$ cat src/rtl/player_move_ctrl_pkg.sv
// rtl/player_move_ctrl_pkg.sv - direction codes, FSM states and the sticky arbiter shared with the player block
package player_move_ctrl_pkg;

    localparam logic [1:0] DIR_LEFT  = 2'b00;
    localparam logic [1:0] DIR_RIGHT = 2'b01;
    localparam logic [1:0] DIR_UP    = 2'b10;
    localparam logic [1:0] DIR_DOWN  = 2'b11;

    typedef enum logic [1:0] {
        ST_IDLE    = 2'b00,
        ST_ARM     = 2'b01,
        ST_WAIT_VB = 2'b10,
        ST_STEP    = 2'b11
    } state_t;

    // i_btns is indexed by direction code; with nothing held the current grant is kept
    function automatic logic [1:0] arbitrate(input logic [3:0] i_btns,
                                             input logic [1:0] i_cur,
                                             input logic       i_sticky);
        logic [1:0] w_sel;
        w_sel = i_cur;
        if (i_sticky && i_btns[i_cur]) w_sel = i_cur;
        else if (i_btns[DIR_LEFT])     w_sel = DIR_LEFT;
        else if (i_btns[DIR_RIGHT])    w_sel = DIR_RIGHT;
        else if (i_btns[DIR_UP])       w_sel = DIR_UP;
        else if (i_btns[DIR_DOWN])     w_sel = DIR_DOWN;
        return w_sel;
    endfunction

endpackage

$ cat src/rtl/player_move_ctrl_debounce.sv
// rtl/player_move_ctrl_debounce.sv - btn_debounce: level flips after DB_COUNT consecutive disagreeing cycles
module btn_debounce
    import player_move_ctrl_pkg::*;
#(
    parameter int DB_COUNT = 250000
) (
    input  logic i_clk,
    input  logic i_rst,
    input  logic i_raw,
    output logic o_level
);

    localparam logic [19:0] DB_MAX = 20'(DB_COUNT - 1);

    logic [19:0] r_cnt;
    logic        r_level;

    always_ff @(posedge i_clk) begin
        if (i_rst) begin
            r_cnt   <= '0;
            r_level <= 1'b0;
        end else if (i_raw == r_level) begin
            r_cnt <= '0;
        end else if (r_cnt == DB_MAX) begin
            r_level <= ~r_level;
            r_cnt   <= '0;
        end else begin
            r_cnt <= r_cnt + 20'd1;
        end
    end

    assign o_level = r_level;

endmodule

$ cat src/rtl/player_move_ctrl.sv
// rtl/player_move_ctrl.sv - player step sequencer: debounce, sticky arbitration, repeat timer, vblank-aligned steps
// Optional macro MOVE_VBLANK_SYNC_EN: when defined, steps wait for vblank; otherwise vblank is ignored.
module player_move_ctrl
    import player_move_ctrl_pkg::*;
#(
    parameter int DB_COUNT = 250000,
    parameter int STEP_DIV = 100000
) (
    input  logic       i_clk,
    input  logic       i_rst,
    input  logic       i_btn_left,
    input  logic       i_btn_right,
    input  logic       i_btn_up,
    input  logic       i_btn_down,
    input  logic       i_vblank,
    output logic       o_move_step,
    output logic [1:0] o_move_dir,
    output logic       o_moving
);

    localparam logic [19:0] STEP_MAX = 20'(STEP_DIV - 1);

    logic [3:0]  w_raw;
    logic [3:0]  w_btn;
    logic        w_any;
    logic        w_vb;
    state_t      r_state, w_next;
    logic [19:0] r_timer, w_timer_next;
    logic [1:0]  r_dir, w_dir_next;
    logic        r_move_step;
    logic        r_moving;

    assign w_raw = {i_btn_down, i_btn_up, i_btn_right, i_btn_left};

    for (genvar g = 0; g < 4; g++) begin : g_db
        btn_debounce #(.DB_COUNT(DB_COUNT)) u_db (
            .i_clk   (i_clk),
            .i_rst   (i_rst),
            .i_raw   (w_raw[g]),
            .o_level (w_btn[g])
        );
    end

    assign w_any = |w_btn;

`ifdef MOVE_VBLANK_SYNC_EN
    assign w_vb = i_vblank;
`else
    assign w_vb = i_vblank | 1'b1;
`endif

    always_comb begin
        w_next       = r_state;
        w_dir_next   = r_dir;
        w_timer_next = '0;
        case (r_state)
            ST_IDLE: begin
                if (w_any) begin
                    w_dir_next = arbitrate(w_btn, r_dir, 1'b0);
                    w_next     = ST_WAIT_VB;
                end
            end
            ST_WAIT_VB: begin
                if (!w_any)    w_next = ST_IDLE;
                else if (w_vb) w_next = ST_STEP;
            end
            ST_STEP: begin
                // direction for the next step is chosen while this one is issued
                if (!w_any) begin
                    w_next = ST_IDLE;
                end else begin
                    w_dir_next = arbitrate(w_btn, r_dir, 1'b1);
                    w_next     = ST_ARM;
                end
            end
            ST_ARM: begin
                if (!w_any)                  w_next = ST_IDLE;
                else if (r_timer == STEP_MAX) w_next = ST_WAIT_VB;
                else                          w_timer_next = r_timer + 20'd1;
            end
            default: w_next = ST_IDLE;
        endcase
    end

    always_ff @(posedge i_clk) begin
        if (i_rst) begin
            r_state     <= ST_IDLE;
            r_timer     <= '0;
            r_dir       <= DIR_LEFT;
            r_move_step <= 1'b0;
            r_moving    <= 1'b0;
        end else begin
            r_state     <= w_next;
            r_timer     <= w_timer_next;
            r_dir       <= w_dir_next;
            r_move_step <= (w_next == ST_STEP);
            r_moving    <= (w_next != ST_IDLE);
        end
    end

    assign o_move_step = r_move_step;
    assign o_move_dir  = r_dir;
    assign o_moving    = r_moving;

endmodule

$ cat config.mk
export PLATFORM = sky130hd
export DESIGN_NAME = player_move_ctrl
export DESIGN_NICKNAME = d
export VERILOG_FILES = /design/src/rtl/player_move_ctrl_pkg.sv /design/src/rtl/player_move_ctrl_debounce.sv /design/src/rtl/player_move_ctrl.sv
export SDC_FILE = /design/constraint.sdc
export NUM_CORES = 1
export LEC_CHECK = 0
export CORE_ASPECT_RATIO = 1.75
export CORE_MARGIN = 4
export CORE_UTILIZATION = 60
export CTS_CLUSTER_SIZE = 14
export DETAILED_ROUTE_END_ITERATION = 8
export GPL_TIMING_DRIVEN = 0
export PLACE_DENSITY_LB_ADDON = 0.1
export SLEW_MARGIN = 40
export SYNTH_ARGS = -nofsm -noshare
export SYNTH_HDL_FRONTEND = slang
export SYNTH_SLANG_ARGS = --single-unit
$ cat constraint.sdc
create_clock -name i_clk -period 2.8 [get_ports i_clk]
set_input_delay 0.56 -clock i_clk [delete_from_list [all_inputs] [get_ports i_clk]]
set_output_delay 0.56 -clock i_clk [all_outputs]
set_load 0.01 [all_outputs]
# [Word-level counts from Yosys, hierarchy flattened]
# Index checks and enable logic that the tools add are counted.
[word_totals] latchBits=0 romBits=0 ram_bits=0 input_bits=7 n_memories=0 out_inout_bits=4 regBits=110
[op_classes] div_mod_pow=0 reduce_logical=14 addsub=5 mux=16 bitwise_logic=10 eq_ne=16 shifts=0 n_mul=0 order_cmp=1
[ops] operator="20-bit by 1-bit adder with 20-bit output, second input constant" n=5
[ops] operator="20-bit by 18-bit == test with 1-bit output, second input constant" n=4
[ops] operator="2-bit 2-to-1 mux" n=11
[ops] operator="20-bit by 17-bit == test with 1-bit output, second input constant" n=1
[ops] operator="3-bit OR reduction" n=4
[ops] operator="1-bit NOT" n=10
[ops] operator="2-bit one-hot mux with 4 select lines" n=1
[ops] operator="2-bit AND reduction" n=4
[ops] operator="4-bit OR reduction" n=2
[ops] operator="2-bit == test, second input constant" n=3
[ops] operator="2-bit inequality test, second input constant" n=3
[ops] operator="1-bit == test" n=4
[ops] operator="2-bit one-hot mux with 2 select lines" n=1
[ops] operator="4-bit AND reduction" n=1
[ops] operator="2-bit nonzero test" n=2
[ops] operator="2-bit by 3-bit < comparator with 1-bit output, second input constant" n=1
[ops] operator="1-bit binary-select mux with 2-bit select" n=1
[ops] operator="2-bit by 1-bit == test with 1-bit output, second input constant" n=1
[ops] operator="2-bit logical NOT" n=1
[ops] operator="1-bit 2-to-1 mux" n=2

# [Depth between registers and ports, before layout]
# Gate-level depths: netlist (run 1).
[logic_depth] ltp_word=7 ltp_mapped=7 ltp_nobuf=6

# [Cells and area by module]
# From an unflattened synthesis (run 1), not the netlist that was laid out.
[unflattened] cells_unflattened=580 hier_area_um2=5183.7
[by_module_without_submodules] module="btn_debounce" n_inst=4 area_per_inst_um2=980.9 cells_per_inst=109
[by_module_without_submodules] module="player_move_ctrl" n_inst=1 area_per_inst_um2=1260.0 cells_per_inst=144

# [Worst setup path after synthesis (run 1)]
# No wires, ideal clock.
[synth_path] path_kind="register -> register" start="reg r_timer[0]" end="reg r_timer[18]" path_slack_ns=0.822 path_stages_with_launch=7 t_arrival_ns=1.912 period_less_slack_ns=1.978 n_path_buf=1 setup_ns=0.066 cell_sequence="dfxtp_1 > ha_1 > inv_1 > or4_1 > buf_2 > or4_4 > a21oi_2"
[synth_via] elab_chain_len=2 word_cells_on_any_way=3 cone_classes="add/sub: 1; eq/ne: 1; reduce/logical: 1"
[synth_rtl] item="start: declaration" line_no="player_move_ctrl.sv:28" source="logic [19:0] r_timer, w_timer_next;"
[synth_rtl] item="start signal: assignment" line_no="player_move_ctrl.sv:94" source="r_timer <= w_timer_next;"
[synth_rtl] item="parallel branches: the longest is 2 deep, another holds 20-bit by 1-bit adder with 20-bit output"
# Several ways; the timed one is not identified.
# A chain may end at the register's enable or synchronous reset.

# [Worst setup path after layout (run 1)]
[layout_path] start="reg g_db[1].u_db.r_cnt[0]" end="reg g_db[1].u_db.r_cnt[14]"
[layout_via] elab_chain_len=2 word_cells_on_any_way=3 cone_classes="add/sub: 1; eq/ne: 1; reduce/logical: 1"
[layout_rtl] item="start: declaration" line_no="player_move_ctrl_debounce.sv:15" source="logic [19:0] r_cnt;"
[layout_rtl] item="start signal: assignment" line_no="player_move_ctrl_debounce.sv:28" source="r_cnt <= r_cnt + 20'd1;"
[layout_rtl] item="parallel branches: the longest is 2 deep, another holds 20-bit by 1-bit adder with 20-bit output"
# Several ways; the timed one is not identified.

==> results of run 1 <==
==> final cells by class <==
cell class                 count  share of cell area (%)
buffer                        17                    1.27
clock buffer                  10                    4.27
clock inverter                 6                    1.95
inverter                      23                    1.54
multi-input combinational    433                    48.1
sequential                   110                    39.4
tap                           92                    2.06
timing repair buffer           8                    1.43
==> power breakdown <==
part           internal, mW  leakage (nW)  switching [mW]
Combinational        0.0166         0.648          0.0323
Sequential             1.57         0.887         0.00493
Clock                 0.896         0.172           0.551
==> state kept, by name, summed over array words and instances (netlist names) <==
signal / count
r_state: 2
o_moving: 1
r_timer: 20
o_move_dir: 2
g_db.u_db.o_level: 4
g_db.u_db.r_cnt: 80
o_move_step: 1
==> worst max-delay path by stage <==
| stage | to | slack (ns) | depth (start not counted) |
|---|---|---|---|
| 2_1_floorplan | r_timer[18]$_SDFF_PP0_ | 0.82 | 6 |
| 3_3_place_gp | g_db[1].u_db.r_cnt[16]$_SDFF_PP0_ | 0.41 | 6 |
| 3_5_place_dp | g_db[1].u_db.r_cnt[11]$_SDFF_PP0_ | 0.35 | 6 |
| 4_1_cts | g_db[1].u_db.r_cnt[14]$_SDFF_PP0_ | 0.38 | 6 |
| 5_1_grt | g_db[1].u_db.r_cnt[11]$_SDFF_PP0_ | 0.17 | 6 |
| 6_report | g_db[1].u_db.r_cnt[14]$_SDFF_PP0_ | 0.41 | 6 |
==> kinds of logic after synthesis <==
kind of cell             after synthesis  share of synthesized area, %
buffers and inverters                 40                          3.12
AND/OR/NAND/NOR                      283                          29.6
flip-flops                           110                          43.7
XOR/XNOR                              70                          12.2
multiplexers                           4                          1.04
AO/OA/AOI/OAI                         66                          7.94
adder cells (fa/ha/maj)               10                          2.48
==> placed cells by master (no fill, tap or decap), drive strengths merged, types with 2 or more instances in the layout <==
cell / instances
nor3b: 2
o41ai: 2
and3: 9
inv: 23
nor4: 18
nand2: 24
and2: 3
ha: 10
nor4b: 6
mux2i: 3
a21oi: 25
a211oi: 4
or4b: 4
xnor2: 43
nand4: 26
and4: 7
nand3: 35
or3: 19
clkdlybuf4s50: 8
clkinv: 3
nand2b: 4
xor2: 27
or4: 12
clkbuf: 22
dfxtp: 110
o21ai: 19
buf: 5
or2: 2
nor3: 17
nor2: 94
o31ai: 7
bufinv: 3
==> metrics by stage <==
step	hold slack, ns	utilization, %	power [mW]
3_3_place_gp	0.422	63.5	1.66
2_1_floorplan	0.413	-	1.64
6_report	0.445	67.7	3.07
5_1_grt	0.459	67.7	3.17
3_5_place_dp	0.432	63.5	1.66
4_1_cts	0.444	67.7	3.10
==> routing by layer <==
metal / share of wire, % / vias up
li1: - / 2100
met1: 40 / 1961
met2: 53 / 63
met3: 2.5 / 27
met4: 4.3 / 0
met5: 0 / -
==> flow_summary.toml, run 1 <==
[outcome]
status = "completed"

[clock_network]
clockBufferDepth = 2
h-tree-depth = 3
cts_tree = "done"
cts_hold_buffers = 0
numCtsBuffers = 9
clock_latency_ns = 0.35
clock-sinks = 110
post_cts_buffers = 0
clk_pin_slew_ns = 0.07
cts-root-buf = "clkbuf_16"
ctsResizeCount = 0

[synthesis]
syn_area_um2 = 5040
synth_most_common_cell = "dfxtp_1"
synth_common_cells = "dfxtp_1 (110), nor2_1 (94), xnor2_1 (43)"
ys_types = 46
synthCells = 583
ys_top_cells_by_area = "dfxtp_1 (44%), xnor2_1 (7.5%), nor2_1 (7.0%), xor2_1 (4.7%), nand3_1 (3.5%)"
synth_nets = 600
async_flop_share_pct = 0
synth_edf_count = 0
ys_seq_area_share_pct = 43.7
synth_top_area_cell = "dfxtp_1"
yosysTopAreaCellShare_pct = 43.7
synth.avg_cell_area_um2 = 8.65
synth-seq-cells = 110
synth_ff_type = "dfxtp_1"
ys.warnings.count = 0

[timing]
max_slew_margin_pct = 49.1
hold_viol = 0
layout_setup_ws_ns = 0.411
rsz0062_at_grt = "no"
clock_skew_ns = 0.00772
period_share_pct = 85.3
fmaxAchievable_mhz = 419
fin_tns_setup_ns = 0
finalSetupViolCount = 0
tightestPinTransition_ns = 0.759
period_needed_ns = 2.39
finalMaxSlewViolations = 0

[cells_and_area]
syn_to_final_growth_pct = 10.9
finalNonFillerCells = 699
drive_gt1_share_pct = 5.11
final_nets = 619
postLayoutCellArea_um2 = 5590
seqCellArea_um2 = 2200
fillCellCount = 711
multiInputGateArea_um2 = 2690
diodes = 0

[grt]
grt_max_degree = 18
use_met1_pct = 22.0
global_route.overflow_total = 0
grtUsageMet3_pct = 4.52
grt_first_pass_wirelength_um = 17400
globalRoute.busiestLayer = "met2"
grt_pass1_vias = 4006
met2_usage_pct = 39.4
antenna_found_initial = 0
grt_util_all_layers_pct = 21.2

[floorplanning]
start_util_pct = 61.1
ios = 11
die_x_um = 77.3
core_area_um2 = 8260
fp.dieArea_um2 = 10000
dieHeight_um = 129
std_cell_rows = 44

[setup_path]
crit_type = "flip-flop to flip-flop"
critPathLaunchType = "flip-flop"
slowest_delay_ns = 0.65
rr_startpoint = "g_db[1].u_db.r_cnt[0]$_SDFF_PP0_"
critPathLaunch = "g_db[1].u_db.r_cnt[0]$_SDFF_PP0_"
r2r_setup_slack_ns = 0.41
cp.arrival_ns = 2.60
cp.required_ns = 3.01
crit_fanout = 10
cpLargestDelayFamily = "compound AO/OA/AOI/OAI gates"
crit_chain = "ha_1, and3_1, nand3_1, o21ai_1, clkbuf_1, nor2_1"
worstRegToRegCells = 6
critical_path.slowest_cell = "o21ai_1"
crit_buf_inv = 1
endpoint_kind = "flip-flop"
r2r_end = "g_db[1].u_db.r_cnt[14]$_SDFF_PP0_"

[route]
drt_pass1_iterations = 4
ant_nets = 0
viasPerCell = 5.94
wire_per_inst_um = 14.2
vias = 4151
totalWireLength_um = 9950
drc_errors = 0
drtIter0Drc = 197

[placed_design]
gp_congestion = 0.860
place_ws_ns = 0.351
place_inst = 683
io_buffers = 8
placed_area_um2 = 5240
dp_hpwl_um = 7350

[power_and_ir_drop]
powerDensity_nw_per_um2 = 549
p_leak_nw = 1.71
vdd_ir_drop_max_uv = 349

[worst_hold_path]
holdCritStartpoint = "g_db[3].u_db.r_cnt[0]$_SDFF_PP0_"
min_to = "g_db[3].u_db.r_cnt[0]$_SDFF_PP0_"
hold_class = "flip-flop to flip-flop"
min_path_cells = 1

[flow_run]
cap_violations = 0
Power figures use the tool's default switching activity.
==> run 2, diff against run 1 <==
Settings changed: ABC_AREA set to 1.
==> flow_summary.toml, run 2 <==
[outcome]
status = "completed"

[clock_network]
cts-root-buf = "clkbuf_16"
clock-sinks = 110
numCtsBuffers = 9
clk_pin_slew_ns = 0.06
h-tree-depth = 3
cts_tree = "done"
cts_hold_buffers = 0
post_cts_buffers = 0
ctsResizeCount = 0
clock_latency_ns = 0.35
clockBufferDepth = 2

[floorplanning]
die_x_um = 81.7
dieHeight_um = 137
std_cell_rows = 46
fp.dieArea_um2 = 11200
ios = 11
core_area_um2 = 9150
start_util_pct = 62.2

[grt]
globalRoute.busiestLayer = "met2"
grt_pass1_vias = 5164
use_met1_pct = 22.8
grt_first_pass_wirelength_um = 21100
grt_max_degree = 17
grt_util_all_layers_pct = 23.9
grtUsageMet3_pct = 4.35
global_route.overflow_total = 0
met2_usage_pct = 46.1
antenna_found_initial = 0

[placed_design]
gp_congestion = 0.931
placed_area_um2 = 5940
place_inst = 955
dp_hpwl_um = 9590
io_buffers = 9

[synthesis]
synth_top_family_by_area = "simple AND/OR/NAND/NOR gates"
synthSimpleGateAreaFrac_pct = 39.8
synth_compound_area_share_pct = 6.30
syn_area_um2 = 5700
synthCells = 826
synth_edf_count = 0
synth_common_cells = "nand2_1 (183), nor2_1 (140), dfxtp_1 (110)"
synth_top_area_cell = "dfxtp_1"
async_flop_share_pct = 0
synth-seq-cells = 110
ys_seq_area_share_pct = 38.7
synth_nets = 843
yosysTopAreaCellShare_pct = 38.7
ys_top_cells_by_area = "dfxtp_1 (39%), nand2_1 (12%), nor2_1 (9.2%), inv_1 (6.5%), a21oi_1 (4.9%)"
synth_most_common_cell = "nand2_1"
ys_types = 31
synth.avg_cell_area_um2 = 6.90
synthMuxAreaShare_pct = 0
synth_ff_type = "dfxtp_1"
ys.warnings.count = 0
synthXorXnorAreaFrac_pct = 4.92
synthAdderAreaFrac_pct = 2.20

[route]
totalWireLength_um = 12300
wire_per_inst_um = 12.7
drc_errors = 0
viasPerCell = 5.39
vias = 5233
drt_pass1_iterations = 5
drtIter0Drc = 202
ant_nets = 0

[worst_hold_path]
min_to = "g_db[0].u_db.r_cnt[0]$_SDFF_PP0_"
hold_class = "flip-flop to flip-flop"
holdCritStartpoint = "g_db[0].u_db.r_cnt[0]$_SDFF_PP0_"
min_path_cells = 1

[flow_run]
cap_violations = 0

[setup_path]
cp.required_ns = 2.24
rr_startpoint = "g_db[2].u_db.r_cnt[0]$_SDFF_PP0_"
cpLargestDelayFamily = "buffers and inverters"
critPathLaunchType = "flip-flop"
slowest_delay_ns = 0.57
critical_path.slowest_cell = "clkdlybuf4s50_1"
crit_buf_inv = 1
crit_type = "flip-flop to output port"
r2r_setup_slack_ns = 0.97
cp.arrival_ns = 1.31
endpoint_kind = "output port"
crit_fanout = 4
crit_chain = "clkdlybuf4s50_1"
worstRegToRegCells = 9
r2r_end = "g_db[2].u_db.r_cnt[10]$_SDFF_PP0_"

[cells_and_area]
fillCellCount = 819
postLayoutCellArea_um2 = 6200
finalNonFillerCells = 970
layout_commonest_cell = "nand2_1"
final_nets = 863
syn_to_final_growth_pct = 8.92
layout_common_cells = "nand2_1 (183), nor2_1 (140), dfxtp_1 (110)"
regMostFlops = "g_db.u_db.r_cnt"
largest_reg_flops = 80
drive_gt1_share_pct = 8.35
diodes = 0

[timing]
rsz0062_at_grt = "no"
period_share_pct = 66.9
finalMaxSlewViolations = 0
period_needed_ns = 1.87
max_slew_margin_pct = 66.2
fmaxAchievable_mhz = 534
clock_skew_ns = 0.00911
fin_tns_setup_ns = 0
tightestPinTransition_ns = 0.506
hold_viol = 0
finalSetupViolCount = 0
holdWs_ns = 0.453

[power_and_ir_drop]
vdd_ir_drop_max_uv = 332
p_leak_nw = 1.97
powerDensity_nw_per_um2 = 452
-- run 2: cell count changes after synthesis, moves of 10 or more --
cell      previous run  this run
nand3_1             35        52
nor2_1              94       140
clkbuf_1            11         0
nand2_1             24       183
or4_1               11         0
nand4_1             25        38
nor4_1              18         0
nor2_2               0        10
or3_1               19         0
inv_1               23        98
a21oi_1             24        56
xnor2_1             43         5
-- run 2: worst max-delay path by stage --
stage / startpoint / cells past startpoint / end
2_1_floorplan: g_db[2].u_db.r_cnt[0]$_SDFF_PP0_ / 9 / g_db[2].u_db.r_cnt[0]$_SDFF_PP0_
3_3_place_gp: i_rst / 8 / g_db[3].u_db.r_cnt[9]$_SDFF_PP0_
3_5_place_dp: i_rst / 8 / g_db[3].u_db.r_cnt[2]$_SDFF_PP0_
4_1_cts: o_move_dir[0]$_SDFFE_PP0P_ / 1 / o_move_dir[0]
5_1_grt: g_db[2].u_db.r_cnt[0]$_SDFF_PP0_ / 9 / g_db[2].u_db.r_cnt[5]$_SDFF_PP0_
6_report: o_move_dir[0]$_SDFFE_PP0P_ / 1 / o_move_dir[0]
-- run 2: final cells by class --
type / instances / area, µm² / area share (%)
Sequential cell: 110 / 2200 / 35.5
Buffer: 11 / 83.8 / 1.35
Clock inverter: 3 / 21.3 / 0.343
Clock buffer: 12 / 246 / 3.97
Multi-Input combinational cell: 604 / 3030 / 48.9
Tap cell: 120 / 150 / 2.42
Timing Repair Buffer: 9 / 90.1 / 1.45
Inverter: 101 / 379 / 6.11
-- run 2: through the flow --
| stage | worst slack [ns] | util, % | power, mW |
|---|---|---|---|
| final | 0.928 | 67.8 | 2.80 |
| after global routing | 0.848 | 67.8 | 2.90 |
| after CTS | 0.915 | 67.8 | 2.83 |
| after detailed placement | 0.741 | 64.9 | 1.67 |
| after global placement | 0.789 | 64.9 | 1.67 |
| after floorplan | 1.29 | - | 1.65 |
-- run 2: cells by family after synthesis --
kind of cell               after synthesis
DFF                                    110
buffers and inverters                  112
adders and majority gates               10
and+or+nand+nor                        491
xor gates and xnor gates                32
AOI/OAI and AO/OA                       71
-- run 2: power breakdown --
part,internal (mW),leakage [nW],switching (mW)
clock,0.624,0.129,0.548
sequential,1.57,0.887,0.00507
combinational,0.0220,0.950,0.0348
-- run 2: routing by layer --
| layer | up-vias | routed length (µm) | share of wire (%) |
|---|---|---|---|
| li1 | 2695 | - | - |
| met1 | 2383 | 4700 | 38 |
| met2 | 111 | 6830 | 55 |
| met3 | 44 | 344 | 2.8 |
| met4 | 0 | 468 | 3.8 |
| met5 | - | 0 | 0 |
==> run 3, diff against run 2 <==
Settings changed: CORE_UTILIZATION 60 to 56.
Clock period 2.8 ns to 1.6 ns, I/O delays scaled along.
==> flow_summary.toml, run 3 (synthesized netlist as in run 2, its figures left out) <==
[grt]
grt_pass1_vias = 5185
antenna_found_initial = 0
grt_max_degree = 18
grt_first_pass_wirelength_um = 21500
global_route.overflow_total = 0
grt_util_all_layers_pct = 21.8

[power_and_ir_drop]
vdd_ir_drop_max_uv = 576
p_leak_nw = 2.05
powerDensity_nw_per_um2 = 796

[cells_and_area]
drive_gt1_share_pct = 12.7
seqCellArea_um2 = 2220
diodes = 0
finalNonFillerCells = 983
largest_reg_flops = 80
postLayoutCellArea_um2 = 6470
fillCellCount = 892
multiInputGateArea_um2 = 3160
final_util_pct = 65.3
layout_common_cells = "nand2_1 (181), nor2_1 (136), dfxtp_1 (99)"
final_nets = 870
syn_to_final_growth_pct = 13.6
regMostFlops = "g_db.u_db.r_cnt"
layout_commonest_cell = "nand2_1"

[timing]
holdWs_ns = 0.450
finalSetupViolCount = 0
finalMaxSlewViolations = 0
clock_skew_ns = 0.00882
hold_viol = 0
fin_tns_setup_ns = 0
max_slew_margin_pct = 70.6
tightestPinTransition_ns = 0.437
period_share_pct = 94.5
fmaxAchievable_mhz = 662
period_needed_ns = 1.51

[route]
drt_pass1_iterations = 5
viasPerCell = 5.39
totalWireLength_um = 12900
wire_per_inst_um = 13.1
ant_nets = 0
drc_errors = 0
vias = 5295
drtIter0Drc = 282

[clock_network]
clock-sinks = 110
cts_hold_buffers = 0
clock_latency_ns = 0.34
clk_pin_slew_ns = 0.07
cts-root-buf = "clkbuf_16"
cts_tree = "done"
numCtsBuffers = 9
h-tree-depth = 3
clockBufferDepth = 2

[floorplanning]
std_cell_rows = 48
core_area_um2 = 9910
start_util_pct = 57.5
dieHeight_um = 141
ios = 11
die_x_um = 84.2
fp.dieArea_um2 = 11900

[setup_path]
critical_path.slowest_cell = "clkdlybuf4s50_1"
r2r_setup_slack_ns = 0.10
crit_end = "o_moving"
crit_cells = 1
worstRegToRegCells = 8
critPathLaunchType = "flip-flop"
crit_buf_inv = 1
slowest_delay_ns = 0.54
crit_type = "flip-flop to output port"
cp.required_ns = 1.28
crit_chain = "clkdlybuf4s50_1"
critPathLaunch = "o_moving$_SDFF_PP0_"
rr_startpoint = "r_timer[10]$_SDFF_PP0_"
r2r_end = "r_timer[3]$_SDFF_PP0_"
cpLargestDelayFamily = "buffers and inverters"
cp.arrival_ns = 1.19
endpoint_kind = "output port"
crit_fanout = 1

[outcome]
status = "completed"

[placed_design]
placed_area_um2 = 5940
dp_hpwl_um = 9740
io_buffers = 9
place_inst = 960
gp_congestion = 0.930

[flow_run]
cap_violations = 0

[worst_hold_path]
hold_class = "flip-flop to flip-flop"
[run 3: area by class of cell]
cell class | instances | area share [%]
Multi-Input combinational cell | 604 | 48.8
Clock buffer | 11 | 3.90
Timing Repair Buffer | 16 | 2.22
Sequential cell | 110 | 34.3
Clock inverter | 5 | 0.870
Buffer | 11 | 1.57
Tap cell | 125 | 2.42
Inverter | 101 | 5.86
[run 3: per-stage QoR]
step                      setup WS, ns  power [mW]
after CTS                     0.000507        5.19
after floorplan                 0.0870        2.88
after detailed placement        -0.208        2.92
after global placement          -0.198        2.92
after global routing         -0.000866        5.33
final                           0.0885        5.15
[run 3: report_power, final]
| part | internal [mW] | switching, mW | total [mW] |
|---|---|---|---|
| Clock | 1.30 | 0.979 | 2.28 |
| Sequential | 2.75 | 0.0129 | 2.76 |
| Combinational | 0.0510 | 0.0646 | 0.116 |
| Total | 4.10 | 1.06 | 5.15 |
[run 3: how the worst min path moves through the flow]
| stage | from | depth (start not counted) | slack (ns) | endpoint |
|---|---|---|---|---|
| 6_report | g_db[0].u_db.r_cnt[0]$_SDFF_PP0_ | 1 | 0.45 | g_db[0].u_db.r_cnt[0]$_SDFF_PP0_ |
| 2_1_floorplan | i_rst | 1 | 0.39 | o_move_dir[0]$_SDFFE_PP0P_ |
| 4_1_cts | g_db[0].u_db.r_cnt[0]$_SDFF_PP0_ | 1 | 0.46 | g_db[0].u_db.r_cnt[0]$_SDFF_PP0_ |
| 5_1_grt | g_db[3].u_db.r_cnt[0]$_SDFF_PP0_ | 1 | 0.47 | g_db[3].u_db.r_cnt[0]$_SDFF_PP0_ |
| 3_5_place_dp | g_db[0].u_db.r_cnt[0]$_SDFF_PP0_ | 1 | 0.44 | g_db[0].u_db.r_cnt[0]$_SDFF_PP0_ |
| 3_3_place_gp | g_db[0].u_db.r_cnt[0]$_SDFF_PP0_ | 1 | 0.43 | g_db[0].u_db.r_cnt[0]$_SDFF_PP0_ |
[run 3: metal layers]
metal,part of all wire [%],global-route usage [%],up-vias
met1,38,20.8,2437
li1,-,-,2708
met4,4.1,11.9,0
met5,0,0,-
met2,56,42.8,106
met3,2.6,3.89,44
[run 3: repair_timing]
item | 4_1_cts | 5_1_grt
gates cloned | 0 | 0
pin swaps | 3 | 5
setup buffers | 5 | 2
gates resized for setup | 20 | 29
endpoints found under the hold margin | 0 | 0
setup endpoints to repair | 89 | 105
